## config.mk

```make
export PLATFORM = sky130hd
export DESIGN_NAME = register_write_controller
export DESIGN_NICKNAME = d
export VERILOG_FILES = /design/src/rtl/register_write_controller.sv
export SDC_FILE = /design/constraint.sdc
export NUM_CORES = 1
export LEC_CHECK = 0
export CAP_MARGIN = 20
export CORE_ASPECT_RATIO = 1.1
export CORE_MARGIN = 2
export CORE_UTILIZATION = 56
export DETAILED_ROUTE_END_ITERATION = 12
export HOLD_SLACK_MARGIN = 0.1
export PLACE_DENSITY = 0.75
export RECOVER_POWER = 50
export REMOVE_ABC_BUFFERS = 1
export SLEW_MARGIN = 20
export SYNTH_ARGS = -nofsm -noshare
export SYNTH_HDL_FRONTEND = slang
export SYNTH_SLANG_ARGS = --single-unit
```

## constraint.sdc

```tcl
create_clock -name i_Clock -period 2.9 [get_ports i_Clock]
set_input_delay 0.29 -clock i_Clock [delete_from_list [all_inputs] [get_ports i_Clock]]
set_output_delay 0.29 -clock i_Clock [all_outputs]
set_load 0.01 [all_outputs]
```

## src/rtl/register_write_controller.sv

```systemverilog
// register_write_controller
//   SPI (mode 0) slave that assembles 24-bit register-write frames
//   ({number[15:0], value[7:0]}, MSB first), queues them in a small FIFO and
//   issues one single-cycle write strobe per queued frame. A status byte
//   {overflow, frame_error, 0, fifo_level} is shifted out on MISO at the start
//   of every CS_N-low window; both sticky flags clear when it is loaded.
//
// Ports:
//   i_Clock, i_Reset          system clock, synchronous active-high reset
//   i_SPI_SCK/CS_N/MOSI       host SPI inputs, asynchronous to i_Clock
//   i_IssueStall              test hook: holds the issuer (no pops) while high
//   o_SPI_MISO                status bits, 0 outside an active CS_N window
//   o_RegisterWriteEnable     one-cycle write strobe
//   o_RegisterWriteNumber     16-bit register number (passed through)
//   o_RegisterWriteValue      8-bit write data
//   o_FifoLevel               queued frame count
//   o_Overflow, o_FrameError  sticky status flags (clear-on-read)
module register_write_controller #(
  parameter int FIFO_DEPTH = 4
) (
  input  logic        i_Clock,
  input  logic        i_Reset,
  input  logic        i_SPI_SCK,
  input  logic        i_SPI_CS_N,
  input  logic        i_SPI_MOSI,
  input  logic        i_IssueStall,
  output logic        o_SPI_MISO,
  output logic        o_RegisterWriteEnable,
  output logic [15:0] o_RegisterWriteNumber,
  output logic [7:0]  o_RegisterWriteValue,
  output logic [4:0]  o_FifoLevel,
  output logic        o_Overflow,
  output logic        o_FrameError
);

  localparam int         PW      = $clog2(FIFO_DEPTH);
  localparam logic [4:0] DEPTH_L = 5'(FIFO_DEPTH);

  typedef enum logic [1:0] {IDLE, ARMED, ACTIVE} state_t;

  state_t state, state_n;

  logic [1:0]  sck_sy, cs_sy, mosi_sy;
  logic        sck_prev, cs_prev;
  logic [1:0]  warm;
  logic [4:0]  bit_cnt;
  logic [23:0] shift;
  logic [7:0]  miso_sr;
  logic [PW-1:0] wr_ptr, rd_ptr;
  logic [23:0] mem [FIFO_DEPTH];

  logic sck_s, cs_s, mosi_s;
  logic sck_rise, sck_fall, cs_rise, cs_fall;
  logic bit_in, push_req, push_ok, pop, drop, frame_err_evt, status_load;
  logic [23:0] frame_in;

  assign sck_s  = sck_sy[1];
  assign cs_s   = cs_sy[1];
  assign mosi_s = mosi_sy[1];

  assign sck_rise = sck_s & ~sck_prev;
  assign sck_fall = ~sck_s & sck_prev;
  assign cs_rise  = cs_s & ~cs_prev;
  assign cs_fall  = ~cs_s & cs_prev;

  assign bit_in        = (state == ACTIVE) && !cs_rise && sck_rise;
  assign push_req      = bit_in && (bit_cnt == 5'd23);
  assign frame_in      = {shift[22:0], mosi_s};
  assign pop           = (o_FifoLevel != '0) && !i_IssueStall;
  assign push_ok       = push_req && ((o_FifoLevel < DEPTH_L) || pop);
  assign drop          = push_req && !push_ok;
  assign frame_err_evt = (state == ACTIVE) && cs_rise && (bit_cnt != '0);
  assign status_load   = (state == ARMED) && cs_fall;

  assign o_SPI_MISO = (state == ACTIVE) && miso_sr[7];

  // The synchronizer reset values (CS_N high) are not real observations, so
  // IDLE waits until live samples have reached the edge-detect register
  // before trusting a high CS_N. Otherwise a reset taken while CS_N is held
  // low would look like a fresh falling edge and re-open the frame.
  always_comb begin
    state_n = state;
    unique case (state)
      IDLE:    if (warm == 2'd3 && cs_s) state_n = ARMED;
      ARMED:   if (cs_fall)              state_n = ACTIVE;
      ACTIVE:  if (cs_rise)              state_n = ARMED;
      default:                           state_n = IDLE;
    endcase
  end

  always_ff @(posedge i_Clock) begin
    if (i_Reset) begin
      state    <= IDLE;
      sck_sy   <= '0;
      cs_sy    <= '1;
      mosi_sy  <= '0;
      sck_prev <= 1'b0;
      cs_prev  <= 1'b1;
      warm     <= '0;
    end else begin
      state    <= state_n;
      sck_sy   <= {sck_sy[0], i_SPI_SCK};
      cs_sy    <= {cs_sy[0], i_SPI_CS_N};
      mosi_sy  <= {mosi_sy[0], i_SPI_MOSI};
      sck_prev <= sck_s;
      cs_prev  <= cs_s;
      if (warm != 2'd3) warm <= warm + 2'd1;
    end
  end

  always_ff @(posedge i_Clock) begin
    if (i_Reset) begin
      bit_cnt <= '0;
      shift   <= '0;
    end else if ((state == ACTIVE) && cs_rise) begin
      bit_cnt <= '0;
    end else if (bit_in) begin
      shift   <= frame_in;
      bit_cnt <= (bit_cnt == 5'd23) ? '0 : bit_cnt + 5'd1;
    end
  end

  always_ff @(posedge i_Clock) begin
    if (push_ok) mem[wr_ptr] <= frame_in;
  end

  always_ff @(posedge i_Clock) begin
    if (i_Reset) begin
      wr_ptr                <= '0;
      rd_ptr                <= '0;
      o_FifoLevel           <= '0;
      o_RegisterWriteEnable <= 1'b0;
      o_RegisterWriteNumber <= '0;
      o_RegisterWriteValue  <= '0;
    end else begin
      if (push_ok) wr_ptr <= wr_ptr + 1'b1;
      if (pop)     rd_ptr <= rd_ptr + 1'b1;
      unique case ({push_ok, pop})
        2'b10:   o_FifoLevel <= o_FifoLevel + 5'd1;
        2'b01:   o_FifoLevel <= o_FifoLevel - 5'd1;
        default: o_FifoLevel <= o_FifoLevel;
      endcase
      o_RegisterWriteEnable <= pop;
      if (pop) begin
        o_RegisterWriteNumber <= mem[rd_ptr][23:8];
        o_RegisterWriteValue  <= mem[rd_ptr][7:0];
      end
    end
  end

  // A flag-setting event in the load cycle wins over the clear, so it is
  // reported in the following status byte.
  always_ff @(posedge i_Clock) begin
    if (i_Reset) begin
      miso_sr      <= '0;
      o_Overflow   <= 1'b0;
      o_FrameError <= 1'b0;
    end else begin
      if (status_load)
        miso_sr <= {o_Overflow, o_FrameError, 1'b0, o_FifoLevel};
      else if ((state == ACTIVE) && sck_fall)
        miso_sr <= {miso_sr[6:0], 1'b0};
      o_Overflow   <= (o_Overflow & ~status_load) | drop;
      o_FrameError <= (o_FrameError & ~status_load) | frame_err_evt;
    end
  end

endmodule

```

Word-level counts from Yosys, hierarchy flattened
Memories as Yosys holds them, arrays and structs flattened. A register that Yosys moved wholly into a read port is not among the register bits.
Cells that the tools add are included.
W data, S select, Z words.
{"block": "word_totals", "elab_cells": 84, "output_inout_bits": 33, "inputBits": 6, "n_memories": 1, "ram_bits": 96, "register_bits": 60}
{"memory": "mem", "depth": 4, "width": 24, "read_ports": 1, "rd_ports_with_merged_regs": 1, "wr": 1, "line": "50", "rtl": "logic [23:0] mem [FIFO_DEPTH];"}
{"block": "classes", "n_eq_ne": 10, "n_reduce_logical": 25, "add_sub_neg": 6, "muxes": 10, "n_lt_le_gt_ge": 1, "bitwise": 14}
{"cell": "$mux W8", "count": 2}
{"cell": "$logic_and A1 B1 Y1", "count": 12}
{"cell": "$add A5 B1 Y5 const B", "count": 2}
{"cell": "$pmux W5 S2", "count": 1}
{"cell": "$reduce_bool A5 Y1", "count": 2}
{"cell": "$ne A2 B2 Y1 const B", "count": 4}
{"cell": "$add A2 B1 Y2 const B", "count": 3}
{"cell": "$and A1 B1 Y1", "count": 6}
{"cell": "$eq A2 B2 Y1 const B", "count": 3}
{"cell": "$mux W2", "count": 3}
{"cell": "$not A1 Y1", "count": 6}
{"cell": "$pmux W2 S3", "count": 1}
{"cell": "$eq A5 B5 Y1 const B", "count": 1}
{"cell": "$lt A5 B3 Y1 const B", "count": 1}
{"cell": "$mux W5", "count": 1}
{"cell": "$sub A5 B1 Y5 const B", "count": 1}
{"cell": "$eq A2 B1 Y1 const B", "count": 2}
{"cell": "$reduce_bool A2 Y1", "count": 2}
{"cell": "$reduce_or A2 Y1", "count": 2}
{"cell": "$logic_not A1 Y1", "count": 3}
{"cell": "$reduce_and A3 Y1", "count": 1}
{"cell": "$logic_not A2 Y1", "count": 1}
{"cell": "$mux W1", "count": 2}
{"cell": "$or A1 B1 Y1", "count": 2}
{"cell": "2 further kinds", "count": 2}

Longest topological paths before layout
{"block": "depth", "depth_word": 10, "depth_mapped": 11, "ltp_nobuf": 9}

Worst setup path after synthesis
Ideal clock, no wire load.
{"block": "synth_path", "kind": "register to register", "start": "reg o_FifoLevel[0]", "end": "reg o_FifoLevel[4]", "slack_ns": 0.471, "arrival_ns": 2.308, "synth_period_minus_slack_ns": 2.429, "path_buffers": 1, "t_required_ns": 2.779, "stages_incl_launch_ff": 11, "setup_ns": 0.121, "path_cell_list": "dfxtp_1 -> nor2_1 -> a21o_1 -> buf_2 -> a21oi_2 -> ha_1 -> a21o_1 -> a21oi_1 -> nor2_1 -> a22oi_2 -> mux2_4"}
{"block": "synth_via", "elab_chain_len": 6, "elab_cells_between_ends": 11, "classes_between": "add/sub (2); order compare (1); eq/ne (2); mux (1); reduce/logical (5)"}
{"item": "from (decl)", "line": "31", "rtl": "output logic [4:0] o_FifoLevel,"}
{"item": "from (signal assigned)", "line": "139", "rtl": "2'b10: o_FifoLevel <= o_FifoLevel + 5'd1;"}
{"item": "from (signal assigned)", "line": "140", "rtl": "2'b01: o_FifoLevel <= o_FifoLevel - 5'd1;"}
{"item": "from (signal assigned)", "line": "141", "rtl": "default: o_FifoLevel <= o_FifoLevel;"}
{"item": "branches (longest 6 deep; another with $lt A5 B3 Y1)"}
Parallel ways; which one is timed is not known.
A chain may end at the register's enable or synchronous reset.

Final worst setup path
{"block": "layout_path", "start": "reg bit_cnt[0]", "end": "reg o_FifoLevel[4]"}
{"block": "layout_via", "elab_chain_len": 5, "elab_cells_between_ends": 7, "classes_between": "eq/ne (3); mux (1); reduce/logical (3)"}
{"item": "from (decl)", "line": "46", "rtl": "logic [4:0] bit_cnt;"}
{"item": "from (signal assigned)", "line": "119", "rtl": "bit_cnt <= (bit_cnt == 5'd23) ? '0 : bit_cnt + 5'd1;"}
{"item": "$eq A5 B5 Y1 *", "line": "67", "rtl": "assign push_req = bit_in && (bit_cnt == 5'd23);"}
{"item": "$logic_and A1 B1 Y1 *", "line": "67"}
{"item": "$logic_and A1 B1 Y1 *", "line": "70", "rtl": "assign push_ok = push_req && ((o_FifoLevel < DEPTH_L) || pop);"}
{"item": "$eq A2 B1 Y1 / $eq A2 B2 Y1 (equally long branches)", "line": "138", "rtl": "unique case ({push_ok, pop})"}
{"item": "$pmux W5 S2 / $reduce_bool A2 Y1 (equally long branches)"}
Mark *: on every way between the ends. The rest lies on a longest branch, timed or not.

==> key figures <==
Floorplan
  – FP Rows: 42
  – Chip width: 109 µm
  – Io pins: 39
  – DIE HEIGHT: about 120 µm
  – Core Region: 12000 µm²
  – Area of the die: about 13000 µm²
  – Initial Util: a little under three fifths

Synth
  – Yosys cell types: 42
  – Proportion of synthesized area in mux cells: 10.2%
  – Largest area contributor in the netlist: edfxtp_1
  – Syn_area_per_cell: approximately 13 µm²
  – Cell Area, Synth: ~6800 µm²
  – Largest family of logic cells by synthesized area: simple AND/OR/NAND/NOR gates
  – Most common flop cell mapped by yosys: edfxtp_1
  – Gate Count Post-Synth: between 500 and 600
  – Main area contributors after synthesis: edfxtp_1 (42%), dfxtp_1 (25%), mux4_2 (7.9%), nand2_1 (5.8%), a21oi_1 (4.3%)
  – Synth Warn #: 0
  – Adder-cell share of the synthesized area: 2.13%
  – Post-synthesis compound-gate area fraction: roughly 6.2%
  – Share of the synthesized area in the top cell type: 42.2%
  – Synth Register Bits: 180
  – Async set-reset flop share out of synthesis: 0%
  – Number of synthesized flops with an enable pin: 96
  – Simple logic cell fraction of the synthesized area: ~11%
  – Post-Synth XOR/XNOR Area: between 1 and 1.5%
  – Register area share after synthesis: around 67%

Final layout
  – Post-route insts no fill: 724
  – Fin area: ~7900 µm²
  – Commonest non-fill, non-tap cell in the layout: nand2_1
  – Leading cell types in the layout, fill and taps excluded: nand2_1 (105), edfxtp_1 (96), dfxtp_1 (84), a21oi_1 (58), nor2_1 (26)
  – Final nets: roughly 570
  – Proportion of layout cells with a drive suffix above 1: between 10% and 20%
  – Diode count: 0
  – Area Overhead vs Synth: 16.3%
  – Post-layout util: between 60% and 70%

CTS
  – Postcts setup bufs: 0
  – Hold_buf cts: 0
  – Total CTS buffers: 17
  – Root Buffer: clkbuf_16
  – TritonCTS clock tree: built
  – Clock Sinks: 180
  – Worst-path clk slew: 60 ps
  – CTS H-tree lvls: 4
  – Bufs on Longest Clock Path: 2
  – Clk Latency, worst-skew pair: 420 ps
  – CTS resizes: 0

GRT
  – Gr ovfl total: 0
  – Initial antenna violation count: 0
  – Largest net degree at the start of global routing: 39
  – GRT Overall Usage: 19.9%
  – Vias in the first global route: between 3000 and 4000
  – First-pass GRT wire length: around 19000 µm

Power
  – Leakage: around 0.0028 µW
  – Internal power: 4880 µW
  – Power Density: about 840 nW/µm²
  – Combinational share of power: ~22%
  – Worst vdd ir: ~0.57 mV
  – Clock share of power: 33.6%
  – Total net switching power: between 1500 and 2000 µW
  – Reg power frac: between 40% and 50%
  – Sw Share: 27.0%

Worst setup path
  – CP Launch Type: flop
  – Crit Path Class: flop to flop
  – Flop-to-flop setup slack: 380 ps
  – WP data arrival: about 2800 ps
  – Crit path max fanout: 5
  – CP Capture Type: flop
  – Worst path required time: 3200 ps

Timing
  – Tcrit/Tclk final: approximately 87%
  – Least-Margin Pin Slew: 1420 ps
  – Final Setup Violations: 0
  – Final Hold Fails: 0
  – RSZ-0062 raised after global routing: no
  – F_max: just under 0.4 GHz
  – Slew Viols, Final: 0
  – Relative slew slack: 5.39%
  – Min cycle time layout: roughly 2500 ps
  – Setup TNS: 0 ps
  – Clock Skews: between 8 and 9 ps

Placement
  – Dpl cells: approximately 690
  – IO buf count: 38
  – Placed cell areas: approximately 7400 µm²
  – Placer Congestion: 0.778
  – Detailed placement HPWL: about 7000 µm

Routing
  – DRT antenna net count: 0
  – # DRC: 0
  – Final wirelength: around 12000 µm
  – 1st-iter DRT viols: approximately 250
  – Avg WL per Cell: approximately 16 µm
  – Number of vias per cell: between 5 and 6
  – Routed vias: approximately 4000
  – Drt first pass iters: 4

Run
  – Maxcap violations: 0

Min path
  – Worst min path class: flop to flop

Run status
  – Outcome: completed
## power by group through the flow
stage          combinational [µW]  sequential (µW)  clock (µW)
2_1_floorplan                 820             3150           0
3_3_place_gp                 1520             3000           0
3_5_place_dp                 1550             3020           0
4_1_cts                      1560             2960        2300
5_1_grt                      1650             2980        2400
6_report                     1490             2960        2250
## logic make-up (layout without fill, tap and decap cells)
kind of cell | count (synthesis) | count (layout)
mux | 38 | 38
simple gates | 167 | 167
xor+xnor | 8 | 8
fa+ha+maj | 11 | 11
compound gates | 76 | 76
flops | 180 | 180
buf+inv | 36 | 90
## stage by stage
| stage | worst slack, ps | total power [µW] | hold slack [ps] |
|---|---|---|---|
| finish | 385 | 6690 | 413 |
| global route | 224 | 7040 | 418 |
| CTS | 384 | 6820 | 351 |
| detailed placement | 304 | 4570 | 398 |
| global placement | 355 | 4520 | 395 |
| floorplan | -134 | 3970 | 359 |
## state kept, by name (all words and copies together) (netlist names), 2 cells and up
signal / flops
sck_sy: 2
o_RegisterWriteValue: 8
o_FifoLevel: 5
bit_cnt: 5
rd_ptr: 2
mem: 96
wr_ptr: 2
mosi_sy: 2
warm: 2
o_RegisterWriteNumber: 16
state: 2
miso_sr: 8
cs_sy: 2
shift: 23
## critical path, cell delays in order (launching register included)
cell	delay (ps)
dfxtp_1	400
ha_1	210
and4b_4	300
a21oi_2	120
fa_1	420
a21o_1	210
a21oi_1	230
nor2_1	80
a22oi_2	140
mux2_4	310
## layer usage
| metal | track usage [%] | up-vias | wire length, µm |
|---|---|---|---|
| li1 | - | 1913 | - |
| met1 | 24.1 | 1921 | 4900 |
| met2 | 34.9 | 91 | 6440 |
| met3 | 4.62 | 9 | 491 |
| met4 | 6.49 | 0 | 104 |
| met5 | 0 | - | 0 |
## Yosys cell counts (5+ instances only)
cell and n:
edfxtp_1 96, nor2_1 26, mux4_2 24, and2_1 5, nor2b_1 9, xnor2_1 5, a211oi_1 7, clkbuf_1 11
buf_2 9, mux2i_1 12, a21oi_1 58, ha_1 10, nand2_1 105, buf_1 5, dfxtp_1 84, inv_1 5
## final cells by class
cell class,count,area (µm²)
Tap cell,154,193
Fill cell,875,4040
Multi-Input combinational cell,300,2090
Timing Repair Buffer,53,492
Clock buffer,20,458
Clock inverter,12,125
Inverter,5,18.8
Sequential cell,180,4560
## final timing paths
kind,startpoint,endpoint,cells after the start
worst max-delay path,bit_cnt[0]$_SDFFE_PP0P_,o_FifoLevel[4]$_SDFFE_PP0P_,9
worst min-delay path,cs_sy[0]$_SDFF_PP1_,cs_sy[1]$_SDFF_PP1_,1
worst max register to register,bit_cnt[0]$_SDFFE_PP0P_,o_FifoLevel[4]$_SDFFE_PP0P_,9
worst min register to register,cs_sy[0]$_SDFF_PP1_,cs_sy[1]$_SDFF_PP1_,1
Note: power is estimated with default switching activity, not from simulation.
